$ cat config.mk
export PLATFORM = sky130hd
export DESIGN_NAME = add_sub_pipe
export DESIGN_NICKNAME = d
export VERILOG_FILES = /design/src/rtl/add_sub_pkg.sv /design/src/rtl/add_sub_slice.sv /design/src/rtl/add_sub_pipe.sv
export SDC_FILE = /design/constraint.sdc
export NUM_CORES = 1
export LEC_CHECK = 0
export ABC_AREA = 1
export BUFFER_PORTS_ARGS = -buffer_cell sky130_fd_sc_hd__buf_4
export CAP_MARGIN = 20
export CORE_MARGIN = 2
export CORE_UTILIZATION = 40
export DETAILED_ROUTE_END_ITERATION = 10
export PLACE_DENSITY = 0.69
export SETUP_SLACK_MARGIN = 0.2
export SYNTH_ARGS = -nofsm -noshare
export SYNTH_HDL_FRONTEND = slang
export SYNTH_SLANG_ARGS = --single-unit
$ cat constraint.sdc
create_clock -name clk -period 2.46 [get_ports clk]
set_clock_uncertainty 0.15 [all_clocks]
set_input_delay 0 -clock clk [delete_from_list [all_inputs] [get_ports clk]]
set_output_delay 0 -clock clk [all_outputs]
set_load 0.03 [all_outputs]
$ cat src/rtl/add_sub_pkg.sv
// Shared op codes and op-class helpers for the pipelined adder/subtractor.
package add_sub_pkg;

  typedef enum logic [2:0] {
    OP_ADD     = 3'd0,
    OP_SUB     = 3'd1,
    OP_ACC_ADD = 3'd2,
    OP_ACC_SUB = 3'd3,
    OP_LOAD    = 3'd4,
    OP_NOP     = 3'd5
  } op_e;

  function automatic logic is_acc_op(input logic [2:0] op);
    return (op == OP_ACC_ADD) || (op == OP_ACC_SUB);
  endfunction

  function automatic logic is_sub_op(input logic [2:0] op);
    return (op == OP_SUB) || (op == OP_ACC_SUB);
  endfunction

  // Ops that write the accumulator; also the ops an ACC op must not overtake.
  function automatic logic writes_acc(input logic [2:0] op);
    return is_acc_op(op) || (op == OP_LOAD);
  endfunction

endpackage

$ cat src/rtl/add_sub_slice.sv
// W-bit adder slice with carry-in/out and optional inversion of b.
module add_sub_slice #(
  parameter int unsigned W = 8
) (
  input  logic [W-1:0] a,
  input  logic [W-1:0] b,
  input  logic         inv_b,
  input  logic         cin,
  output logic [W-1:0] sum,
  output logic         cout
);

  logic [W-1:0] b_eff;

  always_comb begin
    b_eff       = inv_b ? ~b : b;
    {cout, sum} = {1'b0, a} + {1'b0, b_eff} + {{W{1'b0}}, cin};
  end

endmodule

$ cat src/rtl/add_sub_pipe.sv
// Two-stage pipelined add/sub with accumulator, flags and optional saturation.
// Carry chain split at WIDTH/2: low slice in stage 1, high slice in stage 2.
module add_sub_pipe
  import add_sub_pkg::*;
#(
  parameter int unsigned WIDTH = 16,
  parameter bit          SAT   = 1'b0
) (
  input  logic             clk,
  input  logic             rst_n,
  input  logic             in_valid,
  output logic             in_ready,
  input  logic [2:0]       in_op,
  input  logic             in_signed,
  input  logic [WIDTH-1:0] in_a,
  input  logic [WIDTH-1:0] in_b,
  input  logic             acc_clr,
  output logic             out_valid,
  input  logic             out_ready,
  output logic [WIDTH-1:0] out_sum,
  output logic             out_carry,
  output logic             out_ovf,
  output logic             out_zero,
  output logic             out_neg,
  output logic [WIDTH-1:0] acc
);

  localparam int unsigned LO = WIDTH / 2;
  localparam int unsigned HI = WIDTH - LO;

  logic          s1_valid_q, s1_valid_d;
  logic [LO-1:0] s1_lo_q, s1_lo_d;
  logic          s1_c_q, s1_c_d;
  logic [HI-1:0] s1_xh_q, s1_xh_d, s1_yh_q, s1_yh_d;
  logic [2:0]    s1_op_q, s1_op_d;
  logic          s1_signed_q, s1_signed_d;

  logic             out_valid_q, out_valid_d;
  logic [WIDTH-1:0] out_sum_q, out_sum_d;
  logic             out_carry_q, out_carry_d, out_ovf_q, out_ovf_d;
  logic             out_zero_q, out_zero_d, out_neg_q, out_neg_d;
  logic [WIDTH-1:0] acc_q, acc_d;

  logic             s2_adv, s1_adv, hazard, in_fire, sub_in, sub2;
  logic [WIDTH-1:0] x, y, raw, res;
  logic [LO-1:0]    lo_sum;
  logic             lo_cout;
  logic [HI-1:0]    hi_sum;
  logic             hi_cout, x_msb, y_msb, ovf;

  always_comb begin
    s2_adv   = !out_valid_q || out_ready;
    s1_adv   = !s1_valid_q || s2_adv;
    hazard   = is_acc_op(in_op) && s1_valid_q && writes_acc(s1_op_q);
    in_ready = s1_adv && !hazard;
    in_fire  = in_valid && in_ready;
  end

  // LOAD becomes 0 + b and NOP becomes 0 + 0, so both flow through the adder
  // and naturally produce their required result and flags.
  always_comb begin
    sub_in = is_sub_op(in_op);
    x      = in_a;
    y      = in_b;
    case (in_op)
      OP_ADD, OP_SUB:         x = in_a;
      OP_ACC_ADD, OP_ACC_SUB: x = acc_q;
      OP_LOAD:                x = '0;
      default: begin
        x = '0;
        y = '0;
      end
    endcase
  end

  add_sub_slice #(.W(LO)) u_lo (
    .a     (x[LO-1:0]),
    .b     (y[LO-1:0]),
    .inv_b (sub_in),
    .cin   (sub_in),
    .sum   (lo_sum),
    .cout  (lo_cout)
  );

  always_comb begin
    s1_valid_d  = s1_valid_q;
    s1_lo_d     = s1_lo_q;
    s1_c_d      = s1_c_q;
    s1_xh_d     = s1_xh_q;
    s1_yh_d     = s1_yh_q;
    s1_op_d     = s1_op_q;
    s1_signed_d = s1_signed_q;
    if (s1_adv) begin
      s1_valid_d = in_fire;
      if (in_fire) begin
        s1_lo_d     = lo_sum;
        s1_c_d      = lo_cout;
        s1_xh_d     = x[WIDTH-1:LO];
        s1_yh_d     = y[WIDTH-1:LO];
        s1_op_d     = in_op;
        s1_signed_d = in_signed;
      end
    end
  end

  assign sub2 = is_sub_op(s1_op_q);

  add_sub_slice #(.W(HI)) u_hi (
    .a     (s1_xh_q),
    .b     (s1_yh_q),
    .inv_b (sub2),
    .cin   (s1_c_q),
    .sum   (hi_sum),
    .cout  (hi_cout)
  );

  // With the same sign on both addends, the true result carries that sign.
  always_comb begin
    raw   = {hi_sum, s1_lo_q};
    x_msb = s1_xh_q[HI-1];
    y_msb = s1_yh_q[HI-1] ^ sub2;
    if (s1_signed_q) ovf = (x_msb == y_msb) && (raw[WIDTH-1] != x_msb);
    else             ovf = sub2 ? !hi_cout : hi_cout;
    res = raw;
    if (SAT && ovf) begin
      if (s1_signed_q) res = x_msb ? {1'b1, {(WIDTH-1){1'b0}}} : {1'b0, {(WIDTH-1){1'b1}}};
      else             res = sub2 ? '0 : '1;
    end
  end

  always_comb begin
    out_valid_d = out_valid_q;
    out_sum_d   = out_sum_q;
    out_carry_d = out_carry_q;
    out_ovf_d   = out_ovf_q;
    out_zero_d  = out_zero_q;
    out_neg_d   = out_neg_q;
    acc_d       = acc_q;
    if (s2_adv) begin
      out_valid_d = s1_valid_q;
      if (s1_valid_q) begin
        out_sum_d   = res;
        out_carry_d = hi_cout;
        out_ovf_d   = ovf;
        out_zero_d  = (res == '0);
        out_neg_d   = res[WIDTH-1];
        if (writes_acc(s1_op_q)) acc_d = res;
      end
    end
    if (acc_clr) acc_d = '0;
  end

  always_ff @(posedge clk or negedge rst_n) begin
    if (!rst_n) begin
      s1_valid_q  <= 1'b0;
      s1_lo_q     <= '0;
      s1_c_q      <= 1'b0;
      s1_xh_q     <= '0;
      s1_yh_q     <= '0;
      s1_op_q     <= '0;
      s1_signed_q <= 1'b0;
      out_valid_q <= 1'b0;
      out_sum_q   <= '0;
      out_carry_q <= 1'b0;
      out_ovf_q   <= 1'b0;
      out_zero_q  <= 1'b0;
      out_neg_q   <= 1'b0;
      acc_q       <= '0;
    end else begin
      s1_valid_q  <= s1_valid_d;
      s1_lo_q     <= s1_lo_d;
      s1_c_q      <= s1_c_d;
      s1_xh_q     <= s1_xh_d;
      s1_yh_q     <= s1_yh_d;
      s1_op_q     <= s1_op_d;
      s1_signed_q <= s1_signed_d;
      out_valid_q <= out_valid_d;
      out_sum_q   <= out_sum_d;
      out_carry_q <= out_carry_d;
      out_ovf_q   <= out_ovf_d;
      out_zero_q  <= out_zero_d;
      out_neg_q   <= out_neg_d;
      acc_q       <= acc_d;
    end
  end

  assign out_valid = out_valid_q;
  assign out_sum   = out_sum_q;
  assign out_carry = out_carry_q;
  assign out_ovf   = out_ovf_q;
  assign out_zero  = out_zero_q;
  assign out_neg   = out_neg_q;
  assign acc       = acc_q;

endmodule
Word-level counts from Yosys, hierarchy flattened
Cells that the tools add are included.
Cells by class
  $add $sub $neg: 4
  eq/ne operators: 10
  multiplexer cells: 10
  bitwise gates (word level): 3
  reduce and logical (&&, ||, !) cells: 27
Operator list (count)
  $mux 16: 5
  $pmux 16 s2: 1
  $add 8x8->9: 2
  $add 9x1->9: 2
  $logic_not 16->1: 1
  $mux 8: 2
  $not 8->8: 2
  $eq 3x2->1 const B: 4
  $logic_or 1x1->1: 7
  $eq 3x1->1 const B: 2
  $eq 3x3->1 const B: 2
  $reduce_bool 2->1: 3
  $logic_and 1x1->1: 5
  $reduce_or 5->1: 1
  $logic_not 1->1: 4
  $reduce_and 2->1: 2
  $reduce_or 2->1: 2
  $logic_not 3->1: 1
  $reduce_and 3->1: 1
  $mux 1: 2
  $eq 1x1->1: 1
  $ne 1x1->1: 1
  $xor 1x1->1: 1
Storage, ports and cells
  register bits: 67
  bits of input ports: 41
  word-level logic and storage cells: 68

Depth between registers and ports, before layout
  depth in word-level cells: 9
  depth in mapped cells: 15
  depth with buffers taken out: 15

By module
From an unflattened synthesis, not the netlist that was laid out.
Unflattened totals
  cells, all modules: 547
  area, all modules: 4031.4 µm²
Modules (own cells, without submodules)
  add_sub_pipe: instances 1, cells an instance 395, area an instance 3125.5 µm², sequential area each 1651.6 µm²
  add_sub_slice: instances 2, cells an instance 76, area an instance 452.9 µm², sequential area each 0.0 µm²

Least setup slack after synthesis
Ideal clock, no wire load.
  path kind: register to register
  start: register s1_op_q[2]
  end: register out_zero_q (netlist: out_zero)
  setup time: 0.065 ns
  arrival: 2.378 ns
  required time: 2.245 ns
  setup slack: -0.133 ns
  stages on the path, launching flop included: 12
  path buffers: 0
  cell sequence: dfrtp_1 nor2_2 xor2_1 fa_1 fa_1 nand3_1 nand2_1 xnor2_1 nand3_1 nor2_1 nand3_1 nand2_1
Between the ends
  longest elaborated chain between the ends: 6
  elaborated cells between the ends (all ways): 7
  classes of those cells: add/sub (2); eq/ne (2); mux (1); reduce/logical (2)
Ends and longest elaborated chain
  start, declared: RTL line add_sub_pipe.sv:35  | logic [2:0] s1_op_q, s1_op_d;
  start signal, assigned: RTL line add_sub_pipe.sv:175  | s1_op_q <= s1_op_d;
  $eq 3x1->1 or $eq 3x2->1 (tied branches): RTL line add_sub_pkg.sv:18  | return (op == OP_SUB) || (op == OP_ACC_SUB);
  $logic_or 1x1->1 (*): RTL line add_sub_pkg.sv:18
  $mux 8 (*): RTL line add_sub_slice.sv:16  | b_eff = inv_b ? ~b : b;
  $add 8x8->9 (*): RTL line add_sub_slice.sv:17  | {cout, sum} = {1'b0, a} + {1'b0, b_eff} + {{W{1'b0}}, cin};
  $add 9x1->9 (*): RTL line add_sub_slice.sv:17
  $logic_not 16->1 (*): RTL line add_sub_pipe.sv:145  | out_zero_d = (res == '0);
  end signal, assigned: RTL line add_sub_pipe.sv:181  | out_zero_q <= out_zero_d;
  end, declared: RTL line add_sub_pipe.sv:41  | logic out_zero_q, out_zero_d, out_neg_q, out_neg_d;
Every way passes the cells marked *; elsewhere a longest branch is shown, timed or not.
A chain may end at the register's enable or synchronous reset.

Worst setup path in the final report
Same ends and word-level chain as after synthesis.

==> results.toml <==
[setup_path]
crit_fanout = 9
cp_common_cell = "nand2_1"
crit_slowest_cell = "dfrtp_2"
ff2ff_path_depth = 13
cpPeakStageDelay_ps = 430
crit_path_end_kind = "flip-flop"
critical_path_arrival_ps = 2480
cp-start-kind = "flip-flop"
crit_required_ps = 2610
path_cells = "nor2_4 > buf_6 > xor2_1 > ha_1 > a21oi_1 > nand2_1 > nand2_1 > nand2_1 > nand2_1 > nand2_1 > nor2_1 > nand3_1 > nand2_1"
rrSetupSlack_ps = 120
critPathKind = "flip-flop to flip-flop"

[cts]
cts_root_buffer = "clkbuf_8"
clockBufferDepth = 2
clk_latency_ps = 350
cts_sinks = 66
numCtsBuffers = 9
clkTransAtPathRegs_ps = 80
h-tree-depth = 3
cts_tree = "done"

[detailed_routing]
dr.pass1.iters = 4
viasPerCell = 5.00
drt_iter0_drc = 206
wl_um = 9950
vias = 3498
wl_per_cell_um = 14.2
ant_nets = 0
post-route-drc-count = 0

[synth]
ys_types = 34
syn_inst = 465
seq_area_frac_synth = 0.445
syn_area_mm2 = 0.00371
ys_async_sr_fraction = 1.00
synthTopCellsByArea = "dfrtp_1 (44%), nand2_1 (14%), inv_1 (5.7%), ha_1 (4.7%), o21ai_0 (4.4%)"
ys_seq_elements = 66
synth-main-ff-cell = "dfrtp_1"
ys_top_cells_by_count = "nand2_1 (139), dfrtp_1 (66), inv_1 (56), o21ai_0 (33), nand3_1 (32)"
synth.most_common_cell = "nand2_1"
synth_top_cell_area_share = 0.445
synth_warnings = 0
syn_avg_cell_area_um2 = 7.98
synth_edf_count = 0
synth_fp_nets = 523
yosys.area.top_type = "dfrtp_1"

[power_and_ir_drop]
power_switching_mw = 1.85
finalPower_mw = 4.68
p_sw_frac = 0.394
comb_power_share = 0.429
pwr-share-seq = 0.329
power.density_mw_per_mm2 = 912
max-vdd-ir-drop_mv = 0.363
leakage_nw = 2.62
internal-power_mw = 2.83
clock_power_share = 0.242

[grt]
grt_pass1_wl_um = 15900
grt.total_usage = 0.202
grt_start_max_net_pins = 67
grt_antenna_before_repair = 0
grt_pass1_vias = 3447
grt_overflow = 0

[finish]
num-fill-cells = 817
final_nets = 642
final_cell_area_mm2 = 0.00513
area_delta_synth_final_pct = 38.3
utilization = 0.563
drive_above_1_share = 0.255
final_cells = 700
n_antenna_cell = 0

[timing]
fmax_mhz = 428
rsz0062_at_grt = "true"
relSlewSlack = 0.447
slew_viol_final = 0
tightest_slew_ps = 830
timing.final.crit_share = 0.949
final-setup-viol-count = 0
hold_viol = 0
min_period_ps = 2340
tns_ps = 0

[place]
postPlaceCellArea_mm2 = 0.00445
port_buffers = 78
place_inst = 651
dp_hpwl_um = 7070
gp_congestion = 0.878

[die]
die_area_mm2 = 0.0101
core-area_mm2 = 0.00911
ios = 79
start_util = 0.408
die_width_um = 100
chipHeight_um = 100
rows = 35

[run_status]
status = "finished, final reports clean"

[min_path]
hold_path_depth = 5
hold_class = "input port to flip-flop"

[run]
cap_violations = 0
-- layer usage --
metal  track usage  vias to the layer above  part of all wire
met5             0                        -                 0
met4        0.0832                        0             0.021
met3        0.0355                       18             0.043
met2         0.311                       86              0.47
met1         0.283                     1668              0.47
li1              -                     1726                 -
-- power groups by stage --
stage	clock network (mW)	logic, mW	registers (mW)
2_1_floorplan	0	0.887	1.86
3_3_place_gp	0	1.80	1.54
3_5_place_dp	0	1.84	1.55
4_1_cts	1.14	1.90	1.53
5_1_grt	1.20	2.19	1.57
6_report	1.13	2.01	1.54
-- per-stage QoR --
| step | hold slack, ps | setup WS (ps) |
|---|---|---|
| after floorplan | -446 | 132 |
| after global placement | -6.19 | 151 |
| after detailed placement | 5.10 | 75.2 |
| after CTS | 0.572 | 112 |
| after global routing | 34.5 | -62.3 |
| final | 20.1 | 124 |
-- layout make-up --
cell class                 count  area, um2  share of cell area
multi-input combinational    325       1870               0.365
sequential                    66       1650               0.322
timing repair buffer         122        987               0.192
inverter                      60        228              0.0444
tap                          111        139              0.0271
clock buffer                  10        138              0.0268
clock inverter                 6        114              0.0222
-- registers in the layout, indices dropped and copies added, names as in the netlist --
register / cells
acc: 16
out_sum: 16
s1_lo_q: 8
s1_xh_q: 8
s1_yh_q: 8
s1_op_q: 3
out_carry: 1
out_ovf: 1
out_valid: 1
out_zero: 1
s1_c_q: 1
s1_signed_q: 1
s1_valid_q: 1
-- critical path: cells and delay by family (launching register included) --
kind,cells,cell delay (ps)
buf+inv,1,180
fa+ha+maj,1,310
simple gates,9,820
xor+xnor,1,190
flops,1,430
compound gates,1,190
-- path summary, 6_finish.rpt --
| check | start | to |
|---|---|---|
| hold reg to reg | s1_xh_q[2]$_DFFE_PN0P_ | s1_xh_q[2]$_DFFE_PN0P_ |
| hold / removal | in_op[1] | s1_yh_q[3]$_DFFE_PN0P_ |
| setup / recovery | s1_op_q[2]$_DFFE_PN0P_ | out_zero$_DFFE_PN0P_ |
| min in group asynchronous | rst_n | s1_lo_q[6]$_DFFE_PN0P_ |
| max in group asynchronous | rst_n | s1_op_q[2]$_DFFE_PN0P_ |
| setup reg to reg | s1_op_q[2]$_DFFE_PN0P_ | out_zero$_DFFE_PN0P_ |
-- logic make-up after synthesis --
family / after synthesis / share of synthesized area
fa+ha+maj: 17 / 0.0634
compound gates: 77 / 0.115
simple gates: 212 / 0.245
flops: 66 / 0.445
buf+inv: 74 / 0.0866
xor+xnor: 19 / 0.0448
-- cells in the final DEF, fill, tap and decap left out, types with 2 or more instances in the layout --
cell,netlist,routed
nand2_1,139,136
buf_4,1,94
dfrtp_1,66,65
inv_1,56,55
o21ai_0,33,31
nand3_1,32,31
dlygate4sd3_1,0,27
nor2_1,22,22
o22ai_1,16,14
ha_1,14,13
o21ai_1,10,11
clkbuf_8,0,10
a21oi_1,11,9
xnor2_1,8,7
xor2_2,0,6
nand2_2,4,6
inv_2,3,4
xor2_1,11,4
nor2_4,2,3
a31oi_1,3,3
bufinv_16,0,3
nor2_2,3,2
o22ai_2,0,2
a21oi_2,0,2
nand3_2,1,2
nor3_1,2,2
o21bai_1,2,2
nand4_1,2,2
fa_2,0,2
clkinvlp_4,0,2
-- what timing repair did --
item,4_1_cts,5_1_grt
resized for setup,6,17
pin swaps,0,9
hold endpoints to repair,92,0
endpoints found under the setup margin,7,14
setup buffers,1,5
hold buffers,27,0
Power figures use the tool's default switching activity.
